[config.mk]
export PLATFORM = sky130hd
export DESIGN_NAME = id_allocator
export DESIGN_NICKNAME = d
export VERILOG_FILES = /design/src/rtl/id_allocator_pkg.sv /design/src/rtl/id_toggle_bank.sv /design/src/rtl/id_allocator.sv
export SDC_FILE = /design/constraint.sdc
export NUM_CORES = 1
export LEC_CHECK = 0
export ABC_AREA = 1
export CELL_PAD_IN_SITES_DETAIL_PLACEMENT = 1
export CELL_PAD_IN_SITES_GLOBAL_PLACEMENT = 2
export CORE_UTILIZATION = 34
export DETAILED_ROUTE_END_ITERATION = 16
export MAX_ROUTING_LAYER = met4
export PLACE_DENSITY = 0.91
export SLEW_MARGIN = 20
export SYNTH_ARGS = -nofsm -noshare
export SYNTH_HDL_FRONTEND = slang
export SYNTH_SLANG_ARGS = --single-unit
[constraint.sdc]
create_clock -name clk -period 2.8 [get_ports clk]
set_input_delay 0.56 -clock clk [delete_from_list [all_inputs] [get_ports clk]]
set_output_delay 0.56 -clock clk [all_outputs]
set_load 0.02 [all_outputs]
[src/rtl/id_allocator_pkg.sv]
// id_allocator_pkg: shared types and sizing for the instruction-ID allocator
package id_allocator_pkg;

   localparam int MAX_IDS = 8;
   localparam int ID_W    = $clog2(MAX_IDS);

   typedef logic [ID_W-1:0] id_t;

   typedef enum logic {
      NORMAL = 1'b0,
      REFILL = 1'b1
   } id_alloc_state_t;

endpackage

[src/rtl/id_toggle_bank.sv]
// id_toggle_bank: per-ID toggle bits with one toggle port and two read ports
module id_toggle_bank #(
   parameter int N = 8,
   parameter int W = $clog2(N)
) (
   input  logic         clk,
   input  logic         rst,
   input  logic         toggle,
   input  logic [W-1:0] toggle_id,
   input  logic [W-1:0] rd_a_id,
   input  logic [W-1:0] rd_b_id,
   output logic         rd_a,
   output logic         rd_b
);

   logic [N-1:0] bits;

   // flip the addressed bit; comparing two banks yields in-flight state
   always_ff @(posedge clk or posedge rst) begin
      if (rst) bits <= '0;
      else if (toggle) bits[toggle_id] <= ~bits[toggle_id];
   end

   assign rd_a = bits[rd_a_id];
   assign rd_b = bits[rd_b_id];

endmodule

[src/rtl/id_allocator.sv]
// id_allocator: free-list FIFO of instruction IDs with flush-driven refill
module id_allocator #(
   parameter  int MAX_IDS = id_allocator_pkg::MAX_IDS,
   localparam int ID_W    = $clog2(MAX_IDS)
) (
   input  logic            clk,
   input  logic            rst,
   input  logic            alloc_req,
   output logic            id_available,
   output logic [ID_W-1:0] alloc_id,
   input  logic            retire,
   input  logic [ID_W-1:0] retire_id,
   input  logic            flush,
   output logic            busy,
   input  logic [ID_W-1:0] query_id,
   output logic            query_inflight,
   output logic [ID_W:0]   inflight_count,
   output logic            retire_error
);

   import id_allocator_pkg::*;

   logic [ID_W-1:0] fifo [MAX_IDS];
   logic [ID_W-1:0] rd_ptr, wr_ptr, idx, chk_id;
   logic [ID_W:0]   free_count;
   id_alloc_state_t state, state_nx;
   logic            refill, last_idx;
   logic            iss_q, ret_q, iss_c, ret_c, chk_inflight;
   logic            alloc_fire, retire_fire, retire_bad, clr_fire;

   // during refill the retire-side read port walks idx instead of retire_id
   assign refill       = state == REFILL;
   assign last_idx     = idx == ID_W'(MAX_IDS - 1);
   assign chk_id       = refill ? idx : retire_id;
   assign chk_inflight = iss_c ^ ret_c;
   assign alloc_fire   = alloc_req && id_available && !flush;
   assign retire_fire  = !refill && !flush && retire && chk_inflight;
   assign retire_bad   = !refill && !flush && retire && !chk_inflight;
   assign clr_fire     = refill && chk_inflight;

   assign alloc_id       = fifo[rd_ptr];
   assign query_inflight = iss_q ^ ret_q;
   assign inflight_count = (ID_W+1)'(MAX_IDS) - free_count;

   id_toggle_bank #(.N(MAX_IDS), .W(ID_W)) u_issue (
      .clk      (clk),
      .rst      (rst),
      .toggle   (alloc_fire),
      .toggle_id(alloc_id),
      .rd_a_id  (query_id),
      .rd_b_id  (chk_id),
      .rd_a     (iss_q),
      .rd_b     (iss_c)
   );

   // normal retire and refill clear share one toggle port; they are mutually exclusive by state
   id_toggle_bank #(.N(MAX_IDS), .W(ID_W)) u_retire (
      .clk      (clk),
      .rst      (rst),
      .toggle   (retire_fire || clr_fire),
      .toggle_id(chk_id),
      .rd_a_id  (query_id),
      .rd_b_id  (chk_id),
      .rd_a     (ret_q),
      .rd_b     (ret_c)
   );

   // state register
   always_ff @(posedge clk or posedge rst) begin
      if (rst) state <= NORMAL;
      else state <= state_nx;
   end

   // flush always (re)starts a refill; the last refill entry returns to normal
   always_comb begin
      state_nx = flush ? REFILL : (refill && last_idx) ? NORMAL : state;
   end

   // pool is unavailable while refilling
   always_comb begin
      busy         = refill;
      id_available = !refill && free_count != '0;
   end

   // free-list FIFO, pointers, count, refill index and sticky error
   always_ff @(posedge clk or posedge rst) begin
      if (rst) begin
         for (int i = 0; i < MAX_IDS; i++) fifo[i] <= ID_W'(i);
         rd_ptr       <= '0;
         wr_ptr       <= '0;
         free_count   <= (ID_W+1)'(MAX_IDS);
         idx          <= '0;
         retire_error <= 1'b0;
      end else if (refill) begin
         fifo[idx] <= idx;
         idx       <= (flush || last_idx) ? '0 : idx + 1'b1;
         if (last_idx && !flush) begin
            rd_ptr     <= '0;
            wr_ptr     <= '0;
            free_count <= (ID_W+1)'(MAX_IDS);
         end
      end else begin
         idx <= '0;
         if (retire_bad) retire_error <= 1'b1;
         if (alloc_fire) rd_ptr <= rd_ptr + 1'b1;
         if (retire_fire) begin
            fifo[wr_ptr] <= retire_id;
            wr_ptr       <= wr_ptr + 1'b1;
         end
         free_count <= free_count + (ID_W+1)'(retire_fire) - (ID_W+1)'(alloc_fire);
      end
   end

endmodule

* Word-level counts from Yosys, hierarchy flattened
Index checks and enable logic that the tools add are counted.
** Storage, ports and cells
- Flip-flop bits (word level) :: 55
- Output and inout port bits :: 11
- Logic and storage cells :: 107
- Input port bits :: 11
** Operators by class
- Reductions and logical operators :: 26
- Bitwise gates (word level) :: 8
- Muxes and demuxes :: 39
- Eq/ne operators :: 2
- Add/subtract/negate cells :: 6
- Magnitude comparators :: 10
** Operator list (number)
- $bwmux 24 :: 2
- $mux 24 :: 2
- $mux 3 :: 12
- $demux 3 s3 :: 2
- $bwmux 8 :: 2
- $bmux 1 s3 :: 5
- $logic_and 1x1->1 :: 14
- $ge 4x4->1 const B :: 3
- $lt 3x4->1 const B :: 3
- $not 3->4 :: 3
- $add 3x1->3 const B :: 3
- $bmux 3 s3 :: 1
- $mux 1 :: 9
- $lt 4x1->1 const B :: 2
- $mux 4 :: 2
- $demux 1 s3 :: 2
- $ge 3x1->1 const B :: 2
- $reduce_and 2->1 :: 3
- $reduce_bool 2->1 :: 3
- $add 4x1->4 :: 1
- $reduce_bool 4->1 :: 1
- $sub 4x1->4 :: 1
- $sub 4x4->4 const A :: 1
- $eq 3x3->1 const B :: 1
- other kinds (5) :: 11

* Logic depth before layout (Yosys ltp)
Gate-level depths: netlist (run 1).
- Depth in word-level cells :: 9
- Gate-level depth with buffers :: 19
- Gate-level depth less buffers :: 18

* Cells and area by module
Synthesis (run 1) repeated with hierarchy kept, for this count alone.
** Unflattened totals
- Cell total of the unflattened synthesis :: 541
- Area, all modules :: 3649.8 um2
** By module, submodules not included
- id_allocator :: instances 1, sequential area each 992.2 um2, cells an instance 345, area each 2441.1 um2
- id_toggle_bank :: instances 2, sequential area each 200.2 um2, cells an instance 98, area each 604.3 um2

* Worst setup path after synthesis (run 1)
Ideal clock, no wire load.
- Path kind :: register -> register
- Start :: register state (netlist: busy)
- End :: register free_count[2]
- Period minus slack after synthesis :: 2.596 ns
- Arrival :: 2.467 ns
- Setup slack :: 0.204 ns
- Required time :: 2.671 ns
- Cell stages (with the launch flop) :: 18
- Cells stage by stage :: dfrtp_1 > inv_2 > nand2_2 > nand2_2 > buf_6 > nand2_1 > nand3_1 > nand2_1 > inv_2 > nand2_4 > nand2_2 > nand3_4 > ha_1 > inv_1 > ha_1 > fa_1 > o21ai_0 > o21ai_0
** On the way
- Cells in the longest elaborated chain, start to end :: 8
** RTL lines
- start: declaration :: line id_allocator.sv:26 : id_alloc_state_t state, state_nx;
- start signal: assignment :: line id_allocator.sv:71 : else state <= state_nx;
- $mux 3 :: line id_allocator.sv:34 : assign chk_id = refill ? idx : retire_id;
- $bmux 1 s3 :: line id_toggle_bank.sv:25 : assign rd_b = bits[rd_b_id];
- $mux 1 (not written as such) :: line id_toggle_bank.sv:25
- $xor 1x1->1 :: line id_allocator.sv:35 : assign chk_inflight = iss_c ^ ret_c;
- $logic_and 1x1->1 :: line id_allocator.sv:37 : assign retire_fire = !refill && !flush && retire && chk_inflight;
- $add 4x1->4 :: line id_allocator.sv:110 : free_count <= free_count + (ID_W+1)'(retire_fire) - (ID_W+1)'(alloc_fire);
- $sub 4x1->4 :: line id_allocator.sv:110
- $mux 4 :: line id_allocator.sv:94 : end else if (refill) begin
- end signal: assignment :: line id_allocator.sv:91 : free_count <= (ID_W+1)'(MAX_IDS);
- end signal: assignment :: line id_allocator.sv:100 : free_count <= (ID_W+1)'(MAX_IDS);
- end signal: assignment :: line id_allocator.sv:110
- end: declaration :: line id_allocator.sv:25 : logic [ID_W:0] free_count;
Several ways; a longest one is shown, not always the timed one. The select of a mux whose other input is x is not followed.
A chain may end at the register's enable or synchronous reset.

* Final worst setup path (run 1)
- Start :: register state (netlist: busy)
- End :: register free_count[1]
The elaborated chain is that of the path after synthesis.

==> results.txt, run 1 <==
Util after Layout: 43.5%
CP dominant cell by count: nand2_1
Leakage: 2.37 nW
Hold EP: fifo[0]
Min-Delay Path Class: reg2reg
Path depth of the worst reg2reg path: 15
Ys async rst share: 100%
Max Cap Viol: 0
Worst Tran Pin Value: 738 ps
# nets final: 632
Commonest non-fill, non-tap cell in the layout: nand2_1
Share of power burned in the clock network: 12.0%
Fmax: 369 MHz
Pwr/cell area: 895 nW/um^2
Slew Limit Fails: 0
Hold path depth: 2
Post-synth EDFFs: 0
Layout cells sized above 1: 17.4%
CP Class: reg2reg
Overall Global Routing Usage: 21.9%
Die width: 107 um
Area occupied by multi-input gates: 2080 sq um
Crit path max fanout: 10
Clock Skew: 9.35 ps
IO Port Bufs: 21
Tcrit/Tclk final: 96.8%
N_diodes: 0
First-pass GRT wire length: 19300 um
Syn Area/Cell: 6.71 sq um
Clock transition at path regs: 110 ps
DR WL/cell: 15.3 um
Post-synthesis cell count: 556
Routed wire length: 11400 um
Hold_sp: fifo[0]
Reg2reg end: free_count[1]
CORE AREA: 10500 sq um
Critical-path top delay cell: fa_2
Worst path cell trace: buf_4 -> nand2_1 -> nand2_2 -> nor2_4 -> nand3_1 -> nand2_1 -> nor2_1 -> nand2_2 -> nand3_4 -> ha_1 -> inv_1 -> ha_1 -> fa_2 -> nand2_1 -> o21ai_0
DP Area: 4330 sq um
Relative slew slack: 50.8%
FF-to-FF Start: busy
Global-route congestion overflow total: 0
Post-synthesis sequential area ratio: 37.3%
Synth Warn #: 0
Post-route cell area: 4550 sq um
Crit path required time: 3040 ps
Top FF cell, synth: dfrtp_1
CP max stage delay: 530 ps
Starting Density: 35.7%
Die area: 11400 sq um
Vias per cell: 5.05
Crit end category: flop
Sequential Power Share: 34.3%
Cell Rows: 37
Clock Latency Late Sink: 320 ps
CTS tree: yes
RD Place Congestion: 0.906
Area grow syn2layout: 22.0%
Setup TNS: 0 ps
Drt first pass iters: 4
Pint: 0.00214 W
Worst endpoint data arrival time: 2950 ps
Combinational share of power: 53.7%
DRC Markers: 0
Placed cells: 732
Synth Register Bits: 55
R2R Setup Slk: 90 ps
Vias in the first global route: 3992
Switch share: 47.6%
Synthesized area: 3730 sq um
RSZ-0062 raised after global routing: true
Ports: 22
Peak ir drop on the vdd network: 612 uV
Die Y: 107 um
Final min period: 2710 ps
Final ANT Viol Nets: 0
Switching power: 0.00194 W
CTS root buf: clkbuf_8
Netlist cell types: 31
Antenna violations before repair: 0
Startpoint types: flop
Fillers: 1405
DP HPWL: 8870 um
Outcome: finished, final reports clean
Initial DRC count: 115
CTS H-tree lvls: 2
FF/Latch Area: 1400 sq um
Largest net degree at the start of global routing: 56
Commonest cells after routing, fill and taps aside: nand2_1 (165), nand3_1 (73), nor2_1 (59)
Syn_nets: 579
Setup violators final: 0
CTS Sinks: 55
Final hold viol count: 0
Vias: 3764
Non-filler instance count after layout: 746
Total CTS buffers: 5
Clock buffer depth: 2
==> final cells by class <==
cell class | instances | area share, %
Multi-Input combinational cell | 420 | 45.7
Sequential cell | 55 | 30.6
Timing Repair Buffer | 62 | 12.3
Inverter | 65 | 5.52
Tap cell | 136 | 3.74
Clock buffer | 6 | 1.81
Clock inverter | 2 | 0.357
==> sequential cells by signal, indices dropped and copies added, names as in the netlist <==
signal	flops
fifo	24
u_issue.bits	8
u_retire.bits	8
free_count	4
idx	3
rd_ptr	3
wr_ptr	3
busy	1
retire_error	1
==> power by group through the flow <==
| stage | logic, W | clock network, W | registers, W |
|---|---|---|---|
| after floorplan | 0.00149 | 0 | 0.00128 |
| after global placement | 0.00212 | 0 | 0.00138 |
| after detailed placement | 0.00219 | 0 | 0.00140 |
| after CTS | 0.00221 | 0.000506 | 0.00139 |
| after global routing | 0.00249 | 0.000526 | 0.00143 |
| final | 0.00219 | 0.000490 | 0.00140 |
==> kinds of logic after synthesis <==
logic type / share of synthesized area, %
and+or+nand+nor: 40.3
buffers and inverters: 9.08
AOI/OAI and AO/OA: 7.88
DFF: 37.3
adders and majority gates: 4.22
xor gates and xnor gates: 1.17
==> stage by stage <==
| step | worst slack (ps) | power (W) | hold WS [ps] |
|---|---|---|---|
| global placement | -411 | 0.00350 | 449 |
| detailed placement | -550 | 0.00359 | 459 |
| global route | -92.9 | 0.00445 | 490 |
| CTS | 15.3 | 0.00410 | 476 |
| floorplan | 204 | 0.00277 | 437 |
| finish | 89.1 | 0.00408 | 471 |
==> per-layer routing <==
layer / share of wire, % / vias up / global-route usage [%]
met1: 47 / 1828 / 27.7
li1: - / 1882 / -
met4: 1.1 / 0 / 5.77
met3: 2.1 / 13 / 1.64
met2: 50 / 41 / 37.9
met5: 0 / - / -
==> cells in the mapped netlist (3+ instances only) <==
library cell | count | area [sq um]
ha_1 | 11 | 138
a21oi_1 | 9 | 45.0
o21ai_0 | 37 | 185
buf_4 | 3 | 22.5
nand3_1 | 74 | 370
inv_2 | 5 | 18.8
nand2_1 | 175 | 657
xnor2_1 | 3 | 26.3
dfrtp_1 | 42 | 1050
nand2_4 | 3 | 33.8
nor3_1 | 7 | 35.0
dfstp_2 | 13 | 342
nand4_1 | 8 | 50.1
nand2_2 | 11 | 68.8
nand3b_1 | 4 | 30.0
nor2_1 | 63 | 236
inv_1 | 58 | 218
clkbuf_1 | 7 | 26.3
buf_2 | 4 | 20.0
==> what timing repair did <==
action / CTS / global route
hold buffers: 0 / 0
endpoints found under the hold margin: 0 / 0
setup endpoints to repair: 6 / 6
gates resized for setup: 13 / 27
buffers inserted: 1 / 3
pin swaps: 2 / 2
cloned: 0 / 2
==> critical path, delay by kind of cell (launching register included) <==
kind | cells | cell delay [ps]
DFF | 1 | 460
buffers and inverters | 2 | 230
adders and majority gates | 3 | 1000
AOI/OAI and AO/OA | 1 | 70
and+or+nand+nor | 9 | 860
==> worst max path at each step <==
stage	from	end	slack [ps]	depth (start not counted)
2_1_floorplan	busy	free_count[2]	200	17
3_3_place_gp	retire_id[1]	free_count[2]	-410	17
3_5_place_dp	retire_id[1]	free_count[2]	-550	17
4_1_cts	retire_id[0]	free_count[1]	20	16
5_1_grt	busy	free_count[2]	-90	16
6_report	busy	free_count[1]	90	15
(Power assumes the default switching activity.)
==> inputs of run 2 (changes only) <==
- CORE_MARGIN: unset -> 5
==> run 2 against run 1 <==
  * Non-clock buffer count is 1 lower
  * Sequential cell count is the same
  * Critical path depth rose by 1
  * Global-route usage fell by 3.8 points
  * First-iteration DRC count down 0.87%
  * Routed wire length decreased by 2.2%
  * Combinational power hardly changed
  * Count of clock-buffer cells in the layout down 1
  * Sequential share of layout area hardly changed
  * Via count decreased by 2.4%
  * Worst setup slack worse by 42 ps
==> results.txt, run 2 (same netlist as run 1, synthesis figures left out) <==
Antenna violations before repair: 0 (unchanged)
DR WL/cell: 14.9 um (-2.4%)
RD Place Congestion: 0.922 (+1.7%)
Area grow syn2layout: 22.0% (unchanged)
Die area: 13200 sq um (+16%)
Clock transition at path regs: 110 ps (about the same)
CTS H-tree lvls: 2 (unchanged)
Hold_buf cts: 0 (unchanged)
Slew Limit Fails: 0 (unchanged)
RSZ-0062 raised after global routing: true
Max FFs per register: 24 (unchanged)
Fmax: 363 MHz (-1.5%)
Largest net degree at the start of global routing: 56 (unchanged)
CTS Sinks: 55 (unchanged)
Hold path depth: 2 (unchanged)
Die width: 115 um (+7.5%)
Initial DRC count: 114 (-0.87%)
Drt first pass iters: 4 (unchanged)
Global-route congestion overflow total: 0 (unchanged)
FF-to-FF Start: busy
Total CTS buffers: 5 (unchanged)
Post-route cell area: 4550 sq um (unchanged)
Layout cells sized above 1: 16.9% (-0.44 points)
CTS root buf: clkbuf_8
Startpoint types: flop
Placed cells: 739 (+0.96%)
Final ANT Viol Nets: 0 (unchanged)
Commonest cells after routing, fill and taps aside: nand2_1 (163), nand3_1 (74), nor2_1 (59)
Crit end category: flop
Clock Skew: 11.8 ps (+2.46 ps)
CTS tree: yes
Reg2reg end: free_count[2]
Relative slew slack: 62.4% (+12 points)
CP Class: reg2reg
Final hold viol count: 0 (unchanged)
Vias in the first global route: 3914 (-2.0%)
Worst endpoint data arrival time: 3000 ps (+50 ps)
Worst Tran Pin Value: 558 ps (-180 ps)
Outcome: finished, final reports clean
IO Port Bufs: 21 (unchanged)
Hold_sp: fifo[11]
CP dominant cell by count: nand2_2
Leakage: 2.36 nW (-0.39%)
Commonest non-fill, non-tap cell in the layout: nand2_1
Cell Rows: 38 (+2.7%)
Routed wire length: 11200 um (-2.2%)
Tcrit/Tclk final: 98.3% (+1.5 points)
Path depth of the worst reg2reg path: 16 (+1)
Worst path top cell family by delay: adder cells
Largest regs: fifo (24), u_issue.bits (8), u_retire.bits (8)
Crit path required time: 3050 ps (about the same)
R2R Setup Slk: 50 ps (-40 ps)
Non-filler instance count after layout: 748 (+0.27%)
Critical-path top delay cell: dfrtp_2
Largest Register: fifo
Ports: 22 (unchanged)
N_diodes: 0 (unchanged)
CORE AREA: 10800 sq um (+3.2%)
DP HPWL: 8830 um (-0.44%)
Vias: 3672 (-2.4%)
Pwr Total: 0.00407 W (-0.20%)
Setup violators final: 0 (unchanged)
Pwr/cell area: 893 nW/um^2 (-0.20%)
First-pass GRT wire length: 19000 um (-1.7%)
Max Cap Viol: 0 (unchanged)
Starting Density: 34.6% (-1.1 points)
Overall Global Routing Usage: 18.1% (-3.8 points)
Vias per cell: 4.91 (-2.7%)
DP Area: 4350 sq um (+0.64%)
Clock Latency Late Sink: 320 ps (about the same)
Die Y: 115 um (+7.5%)
DRC Markers: 0 (unchanged)
CP max stage delay: 480 ps (-50 ps)
Final min period: 2750 ps (+41.5 ps)
Min-Delay Path Class: reg2reg
# nets final: 630 (-0.32%)
Crit path max fanout: 15 (+5)
Peak ir drop on the vdd network: 558 uV (-8.9%)
CP Buf/Inv Count: 2 (unchanged)
Hold EP: fifo[11]
Worst path cell trace: buf_8 -> nand2_1 -> nand2_2 -> nor2_4 -> nand3_1 -> nand2_2 -> nor2_1 -> nand2_2 -> nand3_4 -> ha_1 -> inv_1 -> ha_1 -> fa_1 -> a21oi_1 -> o21ai_0 -> o21ai_0
Clock buffer depth: 2 (unchanged)
## run 2: repair_timing
item,4_1_cts,5_1_grt
endpoints found under the setup margin,5,6
pin swaps,1,3
resized for setup,11,30
buffers inserted,0,1
hold endpoints to repair,0,0
## run 2: worst reg2reg max path, delay by kind of cell (launching register included)
family | cells | cell delay (ps)
buffers and inverters | 2 | 210
flip-flops | 1 | 480
AO/OA/AOI/OAI | 3 | 320
AND/OR/NAND/NOR | 8 | 820
adder cells (fa/ha/maj) | 3 | 850
## run 2: report_power, final
part           internal, W  leakage [nW]  switching (W)
clock             0.000185        0.0463       0.000295
combinational     0.000831          1.64        0.00137
sequential         0.00111         0.678       0.000283
total              0.00212          2.36        0.00195
## run 2: final cells by class
| cell class | count | area, sq um |
|---|---|---|
| clock inverter | 3 | 27.5 |
| multi-input combinational | 419 | 2070 |
| timing repair buffer | 61 | 561 |
| fill | 1376 | 6240 |
| sequential | 55 | 1390 |
| tap | 140 | 175 |
| clock buffer | 5 | 68.8 |
| inverter | 65 | 256 |
## run 2: through the flow
stage | hold slack (ps) | utilization, % | setup TNS [ps] | setup slack, ps
finish | 469 | 42.2 | 0 | 47.6
detailed placement | 456 | 40.3 | -1950 | -581
global placement | 450 | 40.3 | -1280 | -411
CTS | 473 | 41.4 | -84.5 | -84.5
global route | 496 | 42.2 | -100 | -98.3
floorplan | 437 | - | 0 | 204
## run 2: worst max path at each step
stage,start,to,slack [ps],cells past startpoint
CTS,retire_id[2],free_count[2],-80,17
floorplan,busy,free_count[2],200,17
finish,busy,free_count[2],50,16
detailed placement,retire_id[1],free_count[2],-580,17
global placement,retire_id[1],free_count[2],-410,16
global route,busy,free_count[2],-100,16
## run 2: per-layer routing
metal / part of all wire [%] / vias up / track usage (%)
met5: 0 / - / -
met4: 1.4 / 0 / 4.23
met3: 1.7 / 13 / 2.00
met2: 48 / 45 / 30.6
met1: 48 / 1738 / 23.4
li1: - / 1876 / -
==> inputs of run 3 (changes only) <==
- GPL_ROUTABILITY_DRIVEN: unset -> 0
==> run 3 against run 2 <==
  * Cell count increased by 2.5%
  * Largest power group unchanged
  * Critical path type unchanged
  * Critical path depth decreased by 1
  * Global-route usage rose by 1.6 points
  * Total power up 3.5%
  * Count of clock-buffer cells in the layout did not move
==> results.txt, run 3 (same netlist as run 1, synthesis figures left out) <==
Setup violators final: 0 (unchanged)
Vias: 3877 (+5.6%)
Overall Global Routing Usage: 19.7% (+1.6 points)
Max FFs per register: 24 (unchanged)
Final hold viol count: 0 (unchanged)
N_diodes: 0 (unchanged)
Vias per cell: 5.05 (+3.0%)
Clock Skew: 15.1 ps (+3.27 ps)
CTS H-tree lvls: 2 (unchanged)
IO Port Bufs: 21 (unchanged)
Post-route cell area: 4740 sq um (+4.2%)
Slew Limit Fails: 0 (unchanged)
Leakage: 2.45 nW (+3.8%)
RSZ-0062 raised after global routing: true
Crit path max fanout: 12 (-3)
Max Cap Viol: 0 (unchanged)
CTS Sinks: 55 (unchanged)
Global routing's busiest layer: met2
Setup TNS: 0 ps (unchanged)
Ports: 22 (unchanged)
DRC Markers: 0 (unchanged)
Placed cells: 740 (+0.14%)
Clock transition at path regs: 120 ps (about the same)
Cell Rows: 38 (unchanged)
Die width: 115 um (unchanged)
Crit end category: flop
Clock buffer depth: 2 (unchanged)
Drt first pass iters: 4 (unchanged)
Layout cells sized above 1: 21.1% (+4.1 points)
First-pass GRT wire length: 20200 um (+6.2%)
Util after Layout: 43.9% (+1.8 points)
GR met3 Demand/Resource: 2.63% (+0.63 points)
Peak ir drop on the vdd network: 606 uV (+8.7%)
Worst endpoint data arrival time: 2960 ps (-40 ps)
Antenna violations before repair: 0 (unchanged)
GR met2 Demand/Resource: 32.9% (+2.3 points)
Relative slew slack: 60.0% (-2.4 points)
CP Launch Point: busy
Outcome: finished, final reports clean
Tcrit/Tclk final: 97.6% (-0.72 points)
Area grow syn2layout: 27.1%
# nets final: 649 (+3.0%)
Pwr/cell area: 888 nW/um^2 (-0.61%)
Clock Latency Late Sink: 340 ps (+20 ps)
Total CTS buffers: 5 (unchanged)
Non-filler instance count after layout: 767 (+2.5%)
Startpoint types: flop
Largest net degree at the start of global routing: 25 (-55%)
CTS root buf: clkbuf_8
DP HPWL: 9220 um (+4.4%)
Routed wire length: 12500 um (+12%)
DP Area: 4350 sq um (-0.11%)
DR WL/cell: 16.2 um (+8.8%)
Initial DRC count: 170 (+49%)
Crit path required time: 3030 ps (-20 ps)
FF-to-FF Start: busy
Largest regs: fifo (24), u_issue.bits (8), u_retire.bits (8)
Commonest cells after routing, fill and taps aside: nand2_1 (161), nand3_1 (71), nor2_1 (59)
Final ANT Viol Nets: 0 (unchanged)
Hold_sp: fifo[0]
Hold_buf cts: 0 (unchanged)
Vias in the first global route: 4104 (+4.9%)
Hold slack: 471 ps (+2.13 ps)
Fmax: 366 MHz (+0.74%)
CTS tree: yes
Worst Tran Pin Value: 594 ps (+35.5 ps)
Global-route congestion overflow total: 0 (unchanged)
Final min period: 2730 ps (-20.2 ps)
Largest Register: fifo
Met1 usage: 24.3% (+0.91 points)
Starting Density: 34.6% (unchanged)
Min-Delay Path Class: reg2reg
CORE AREA: 10800 sq um (unchanged)
CP Class: reg2reg
Die Y: 115 um (unchanged)
Die area: 13200 sq um (unchanged)
Commonest non-fill, non-tap cell in the layout: nand2_1
-- run 3: cell types whose count changed in the layout (fill, tap and decap cells not counted), sizes merged, moves of 2 or more --
cell,delta
clkinvlp,-2
clkbuf,+2
buf,+17
clkinv,+4
-- run 3: layout make-up --
type,instances,area (sq um)
fillers,1372,6050
repair buffers,79,691
clock buffers,5,68.8
inverters,65,254
clock inverters,3,28.8
well taps,140,175
flip-flops and latches,55,1390
repair inverters,1,5.00
multi-input cells,419,2130
-- run 3: metrics by stage --
stage | total power (W) | worst slack (ps)
global placement | 0.00350 | -384
global route | 0.00460 | -63.9
detailed placement | 0.00362 | -627
CTS | 0.00416 | 0.899
floorplan | 0.00277 | 204
finish | 0.00421 | 67.8
-- run 3: timing repair --
action,4_1_cts,5_1_grt
buffers inserted,8,9
endpoints found under the hold margin,0,0
endpoints found under the setup margin,6,6
gates resized for setup,21,36
cloned,0,2
pin swaps,3,7
-- run 3: worst max-delay path, cell delays in order (launching register included) --
cell	delay, ps
dfrtp_2	500
buf_12	170
nand2_1	70
nand2_2	120
nor2_4	170
nand3_1	100
nand2_1	120
nor2_1	70
nand2_2	90
nand3_4	70
ha_1	290
inv_2	40
ha_4	160
fa_2	360
o21ai_1	170
o21ai_0	110
-- run 3: metal layers --
metal  vias up  routed length [um]
met4         0                 371
met2        55                6180
met1      1884                5670
met5         -                   0
met3        24                 244
li1       1914                   -
-- run 3: final timing paths --
check                      slack (ps)  cells past startpoint       endpoint
max reg2reg                        70                     15  free_count[2]
min                               470                      2        fifo[0]
max in group asynchronous        1480                      3        fifo[6]
max                                70                     15  free_count[2]
min in group asynchronous         580                      2         idx[0]
min reg2reg                       470                      2        fifo[0]
-- run 3: power breakdown --
group | switching [W] | internal, W | total [W]
logic | 0.00144 | 0.000870 | 0.00231
clock network | 0.000323 | 0.000187 | 0.000510
registers | 0.000281 | 0.00111 | 0.00139
total | 0.00205 | 0.00216 | 0.00421
